==> src/rtl/wta_pkg.sv <==
// wta_rank_core shared types and constants.
// Optional early stop is selected with WTA_EARLY_STOP_EN.
package wta_pkg;

    typedef enum logic [1:0] {
        IDLE,
        RUN,
        DONE
    } state_e;

    localparam int SYNC_STAGES = 2;

    // Width reported by a channel that has not fallen this frame.
    localparam logic [31:0] WIDTH_NONE = '1;

endpackage

==> src/rtl/wta_fall_det.sv <==
// Per-channel PWM synchroniser and falling-edge pulse generator.
// The fall pulse is registered and appears 3 clocks after the input edge.
module wta_fall_det
    import wta_pkg::*;
(
    input  logic clk,
    input  logic rst,
    input  logic i_pwm,
    output logic o_fall
);

    logic [SYNC_STAGES-1:0] sync_q;
    logic                   prev_q;
    logic                   fall_q;

    always_ff @(posedge clk or posedge rst) begin
        if (rst) begin
            sync_q <= '0;
            prev_q <= 1'b0;
            fall_q <= 1'b0;
        end else begin
            sync_q <= {sync_q[SYNC_STAGES-2:0], i_pwm};
            prev_q <= sync_q[SYNC_STAGES-1];
            fall_q <= prev_q & ~sync_q[SYNC_STAGES-1];
        end
    end

    assign o_fall = fall_q;

endmodule

==> src/rtl/wta_rank_core.sv <==
// Winner-take-all fall-order ranking of N_CH PWM channels per frame.
// Define WTA_EARLY_STOP_EN to end a frame once i_k channels have fallen.
module wta_rank_core
    import wta_pkg::*;
#(
    parameter int N_CH  = 8,
    parameter int CNT_W = 12,
    parameter int IDX_W = $clog2(N_CH)
) (
    input  logic                  clk,
    input  logic                  rst,
    input  logic                  i_start,
    input  logic [N_CH-1:0]       i_pwm,
    input  logic [IDX_W:0]        i_k,
    input  logic [CNT_W-1:0]      i_timeout,
    output logic                  o_busy,
    output logic                  o_valid,
    output logic [N_CH-1:0]       o_nn,
    output logic [N_CH-1:0]       o_knn,
    output logic [IDX_W-1:0]      o_nn_idx,
    output logic [IDX_W:0]        o_fall_cnt,
    output logic [N_CH*CNT_W-1:0] o_width
);

    localparam int KW = IDX_W + 1;
    localparam logic [CNT_W-1:0] W_NONE = WIDTH_NONE[CNT_W-1:0];

    logic [N_CH-1:0] fall;

    for (genvar g = 0; g < N_CH; g++) begin : g_det
        wta_fall_det u_det (
            .clk   (clk),
            .rst   (rst),
            .i_pwm (i_pwm[g]),
            .o_fall(fall[g])
        );
    end

    state_e                     state_q, state_d;
    logic [CNT_W-1:0]           cnt_q, cnt_d;
    logic [N_CH-1:0]            fallen_q, fallen_d;
    logic [N_CH-1:0][KW-1:0]    rank_q, rank_d;
    logic [N_CH-1:0][CNT_W-1:0] width_q, width_d;
    logic [KW-1:0]              fcnt_q, fcnt_d;
    logic [KW-1:0]              n_new;
    logic [N_CH-1:0]            new_fall;
    logic                       clear, tmo_hit, early, commit;

    logic [N_CH-1:0]  nn_m, knn_m, nn_q, knn_q;
    logic [IDX_W-1:0] idx_m, idx_q;
    logic [KW-1:0]    fc_q;
    logic             valid_q;

    always_comb begin
        state_d  = state_q;
        cnt_d    = cnt_q;
        fallen_d = fallen_q;
        rank_d   = rank_q;
        width_d  = width_q;
        fcnt_d   = fcnt_q;
        clear    = 1'b0;
        new_fall = '0;
        n_new    = '0;
        early    = 1'b0;
        tmo_hit  = (cnt_q == i_timeout);
        unique case (state_q)
            IDLE: begin
                if (i_start) begin
                    clear   = 1'b1;
                    state_d = RUN;
                end
            end
            RUN: begin
                if (i_start) begin
                    clear = 1'b1;
                end else begin
                    cnt_d = (&cnt_q) ? cnt_q : cnt_q + 1'b1;
                    if (!tmo_hit) new_fall = fall & ~fallen_q;
                    // Same-cycle falls share the rank of the count before them.
                    for (int i = 0; i < N_CH; i++) begin
                        if (new_fall[i]) begin
                            fallen_d[i] = 1'b1;
                            rank_d[i]   = fcnt_q;
                            width_d[i]  = cnt_q;
                            n_new       = n_new + 1'b1;
                        end
                    end
                    fcnt_d = fcnt_q + n_new;
`ifdef WTA_EARLY_STOP_EN
                    early = (i_k != '0) && (fcnt_d >= i_k);
`else
                    early = 1'b0;
`endif
                    if (tmo_hit || (&fallen_d) || early) state_d = DONE;
                end
            end
            DONE: begin
                if (i_start) begin
                    clear   = 1'b1;
                    state_d = RUN;
                end else begin
                    state_d = IDLE;
                end
            end
            default: state_d = IDLE;
        endcase
        if (clear) begin
            cnt_d    = '0;
            fallen_d = '0;
            rank_d   = '0;
            fcnt_d   = '0;
            for (int i = 0; i < N_CH; i++) width_d[i] = W_NONE;
        end
    end

    // Masks use next-state flags so a fall on the final RUN cycle counts.
    always_comb begin
        nn_m  = '0;
        knn_m = '0;
        idx_m = '0;
        for (int i = 0; i < N_CH; i++) begin
            nn_m[i]  = fallen_d[i] && (rank_d[i] == '0);
            knn_m[i] = fallen_d[i] && (rank_d[i] < i_k);
        end
        for (int i = N_CH - 1; i >= 0; i--) begin
            if (nn_m[i]) idx_m = IDX_W'(i);
        end
    end

    assign commit = (state_q == RUN) && (state_d == DONE);

    always_ff @(posedge clk or posedge rst) begin
        if (rst) begin
            state_q  <= IDLE;
            cnt_q    <= '0;
            fallen_q <= '0;
            rank_q   <= '0;
            width_q  <= {N_CH{W_NONE}};
            fcnt_q   <= '0;
            valid_q  <= 1'b0;
            nn_q     <= '0;
            knn_q    <= '0;
            idx_q    <= '0;
            fc_q     <= '0;
        end else begin
            state_q  <= state_d;
            cnt_q    <= cnt_d;
            fallen_q <= fallen_d;
            rank_q   <= rank_d;
            width_q  <= width_d;
            fcnt_q   <= fcnt_d;
            valid_q  <= commit;
            if (commit) begin
                nn_q  <= nn_m;
                knn_q <= knn_m;
                idx_q <= idx_m;
                fc_q  <= fcnt_d;
            end
        end
    end

    assign o_busy     = (state_q == RUN);
    assign o_valid    = valid_q;
    assign o_nn       = nn_q;
    assign o_knn      = knn_q;
    assign o_nn_idx   = idx_q;
    assign o_fall_cnt = fc_q;
    assign o_width    = width_q;

endmodule
==> config.mk <==
export PLATFORM = sky130hd
export DESIGN_NAME = wta_rank_core
export DESIGN_NICKNAME = d
export VERILOG_FILES = /design/src/rtl/wta_pkg.sv /design/src/rtl/wta_fall_det.sv /design/src/rtl/wta_rank_core.sv
export SDC_FILE = /design/constraint.sdc
export NUM_CORES = 1
export LEC_CHECK = 0
export CAP_MARGIN = 20
export CELL_PAD_IN_SITES_DETAIL_PLACEMENT = 0
export CELL_PAD_IN_SITES_GLOBAL_PLACEMENT = 1
export CORE_UTILIZATION = 35
export DETAILED_ROUTE_END_ITERATION = 16
export MAX_ROUTING_LAYER = met4
export PLACE_DENSITY_LB_ADDON = 0.1
export SYNTH_ARGS = -nofsm -noshare
export SYNTH_HDL_FRONTEND = slang
export SYNTH_SLANG_ARGS = --single-unit
==> constraint.sdc <==
create_clock -name clk -period 17.64 [get_ports clk]
set_clock_uncertainty 0.1 [all_clocks]
set_input_delay 1.764 -clock clk [delete_from_list [all_inputs] [get_ports clk]]
set_output_delay 1.764 -clock clk [all_outputs]
set_load 0.1 [all_outputs]
==> flow_summary.toml <==
[final_layout]
seqCellArea_um2 = 5375
areaGrowthSynthToFinish_pct = 26.77
multi_input_area_um2 = 4478
antenna_cells = 0
final_core_util_pct = 45.20
drive_gt1_share_pct = 18.15
fill_cells = 2802
layout.nets = 1201

[global_routing]
grt_max_degree = 90
antenna_found_initial = 0
grt-ovfl-total = 0
grt.total_usage_pct = 21.21
first_global_vias = 7879
grt_pass1_wl_um = 47610

[power_and_ir_drop]
power.total_w = 0.001635
p_leak_nw = 5.534
ir_drop_mv = 0.07621
p_per_area_nw_per_um2 = 126.0

[setup_path]
cpMaxStageDelayCell = "or3_1"
critPathMaxStageDelay_ps = 610
cp.buffers_inverters = 4
end_kind = "flip-flop"
worstPathRequired_ps = 18010
worst_path_most_repeated_cell = "ha_1"
crit_family = "adder cells"
worstSetupPathType = "input port to flip-flop"
worstPathMaxFanout = 17
cp_data_arrival_time_ps = 8910
r2r_slack_ps = 10270
cp-start-kind = "input port"

[min_path]
hold_path_class = "flip-flop to flip-flop"

[run]
maxCapViolCount = 0

[timing]
tns_ps = 0
finalWorstSetupSlack_ps = 9103
finalHoldViolations = 0
grt_setup_unrepaired = "no"
slew_headroom_pct = 27.54
setup_violations = 0
fmax_mhz = 117.1
slew_viol_final = 0
finalCriticalPeriod_ps = 8537
finalCritPeriodShare_pct = 48.40
tightestPinTransition_ps = 1083

[cts]
cts_tree = "done"
post_cts_buffers = 0
cts_buffers = 26
ctsResizeCount = 0
root_buffer = "clkbuf_16"
path_clk_slew_ps = 60
htree_levels = 1
postCtsHoldBufs = 0
clockBufferDepth = 3
clk_latency_ps = 540
clock_sinks = 210

[synth]
ys_seq_elements = 210
synthesis.nets = 1058
synthDistinctLibCells = 77
synth.most_common_cell = "nand2_1"
synth_top_cells_by_area = "dfrtp_1 (28%), dfstp_2 (25%), o21ai_0 (6.5%), nand2_1 (5.5%), ha_1 (4.4%)"
synth_ff_type = "dfrtp_1"
ys_seq_area_share_pct = 52.52
yosysWarningCount = 0
yosysTopAreaCell = "dfrtp_1"
netlist_instances = 994
synth_common_cells = "nand2_1 (150), o21ai_0 (133), dfrtp_1 (114), dfstp_2 (96), nor2_1 (87)"
async_flop_share_pct = 100.0
netlist_area_um2 = 10230
synth_edf_count = 0
synth_top_area_share_pct = 27.87
syn_avg_cell_area_um2 = 10.30

[die]
initial_utilization_pct = 35.66
io_pins = 148
fp.dieW_um = 173.0
die_h_um = 173.0
dieArea_um2 = 29930
rows = 62
core_um2 = 28700

[run_status]
status = "finished, final reports clean"

[drt]
dr_wl_met2_um = 13140
vias = 7691
drtIter0Drc = 544
vias_per_cell = 4.991
dr.pass1.iters = 5
top_layer = "met4"
wl_met3_um = 2332
wl_met1_um = 13900
antenna_left = 0
wl_per_cell_um = 19.54
postRouteWirelength_um = 30120
drcViolationCount = 0

[placement]
routabilityCongestion = 0.8257
pre_cts_ws_ps = 8586
detailed_place_hpwl_um = 20430
port_buffers = 147
==> flip-flops by register name, indices dropped and copies added (netlist names), 8 cells and up <==
signal	flops
g_det.u_det.o_fall	8
rank_q	32
o_nn	8
g_det.u_det.sync_q	16
o_knn	8
fallen_q	8
cnt_q	12
g_det.u_det.prev_q	8
o_width	96
==> placed cells by master, fill, tap and decap left out, types with 23 or more instances in the layout <==
cell               n
nor2_1            87
xnor2_1           33
dfrtp_1          114
ha_1              36
clkbuf_16         28
clkdlybuf4s50_1  147
o21ai_0          132
a21oi_1           34
dfstp_2           96
inv_1             23
nand2_1          150
==> per-layer routing <==
layer	global-route usage, %	vias up
met5	-	-
met4	5.642	0
met3	6.376	39
met2	31.22	205
met1	28.32	3734
li1	-	3713
==> cells by family after synthesis <==
group,after synthesis,share of synthesized area [%]
flops,210,52.52
buf+inv,79,3.741
mux,23,2.445
fa+ha+maj,37,4.597
xor+xnor,48,4.817
compound gates,252,16.17
simple gates,345,15.71
==> final timing paths <==
path	startpoint	depth (start not counted)	to
setup / recovery	i_timeout[8]	32	fcnt_q[3]
hold / removal	g_det[1].u_det.sync_q[0]	0	g_det[1].u_det.sync_q[1]
setup reg to reg	cnt_q[7]	31	fcnt_q[3]
hold reg to reg	g_det[1].u_det.sync_q[0]	0	g_det[1].u_det.sync_q[1]
max in group asynchronous	rst	4	cnt_q[9]
min in group asynchronous	rst	2	g_det[2].u_det.sync_q[1]
==> report_power, final <==
part | leakage [nW] | total, W | internal, W | switching (W)
clock | 0.457 | 0.000558 | 0.000338 | 0.000219
sequential | 2.52 | 0.000583 | 0.000548 | 0.0000348
combinational | 2.56 | 0.000494 | 0.000123 | 0.000371
total | 5.53 | 0.00163 | 0.00101 | 0.000625
==> cell type report <==
| type | count | area share [%] |
|---|---|---|
| clock buffer | 34 | 5.960 |
| clock inverter | 14 | 1.061 |
| inverter | 27 | 0.8390 |
| multi-input combinational | 705 | 34.51 |
| sequential | 210 | 41.43 |
| tap | 384 | 3.703 |
| timing repair buffer | 167 | 12.50 |
==> through the flow <==
stage,std cells,instance area (um2),hold WS (ps)
3_3_place_gp,1493,12060,233.7
3_5_place_dp,1493,12060,239.6
6_report,1541,12970,246.9
5_1_grt,1541,12970,259.6
2_1_floorplan,994,10230,231.2
4_1_cts,1541,12970,249.2
(Power assumes the default switching activity.)
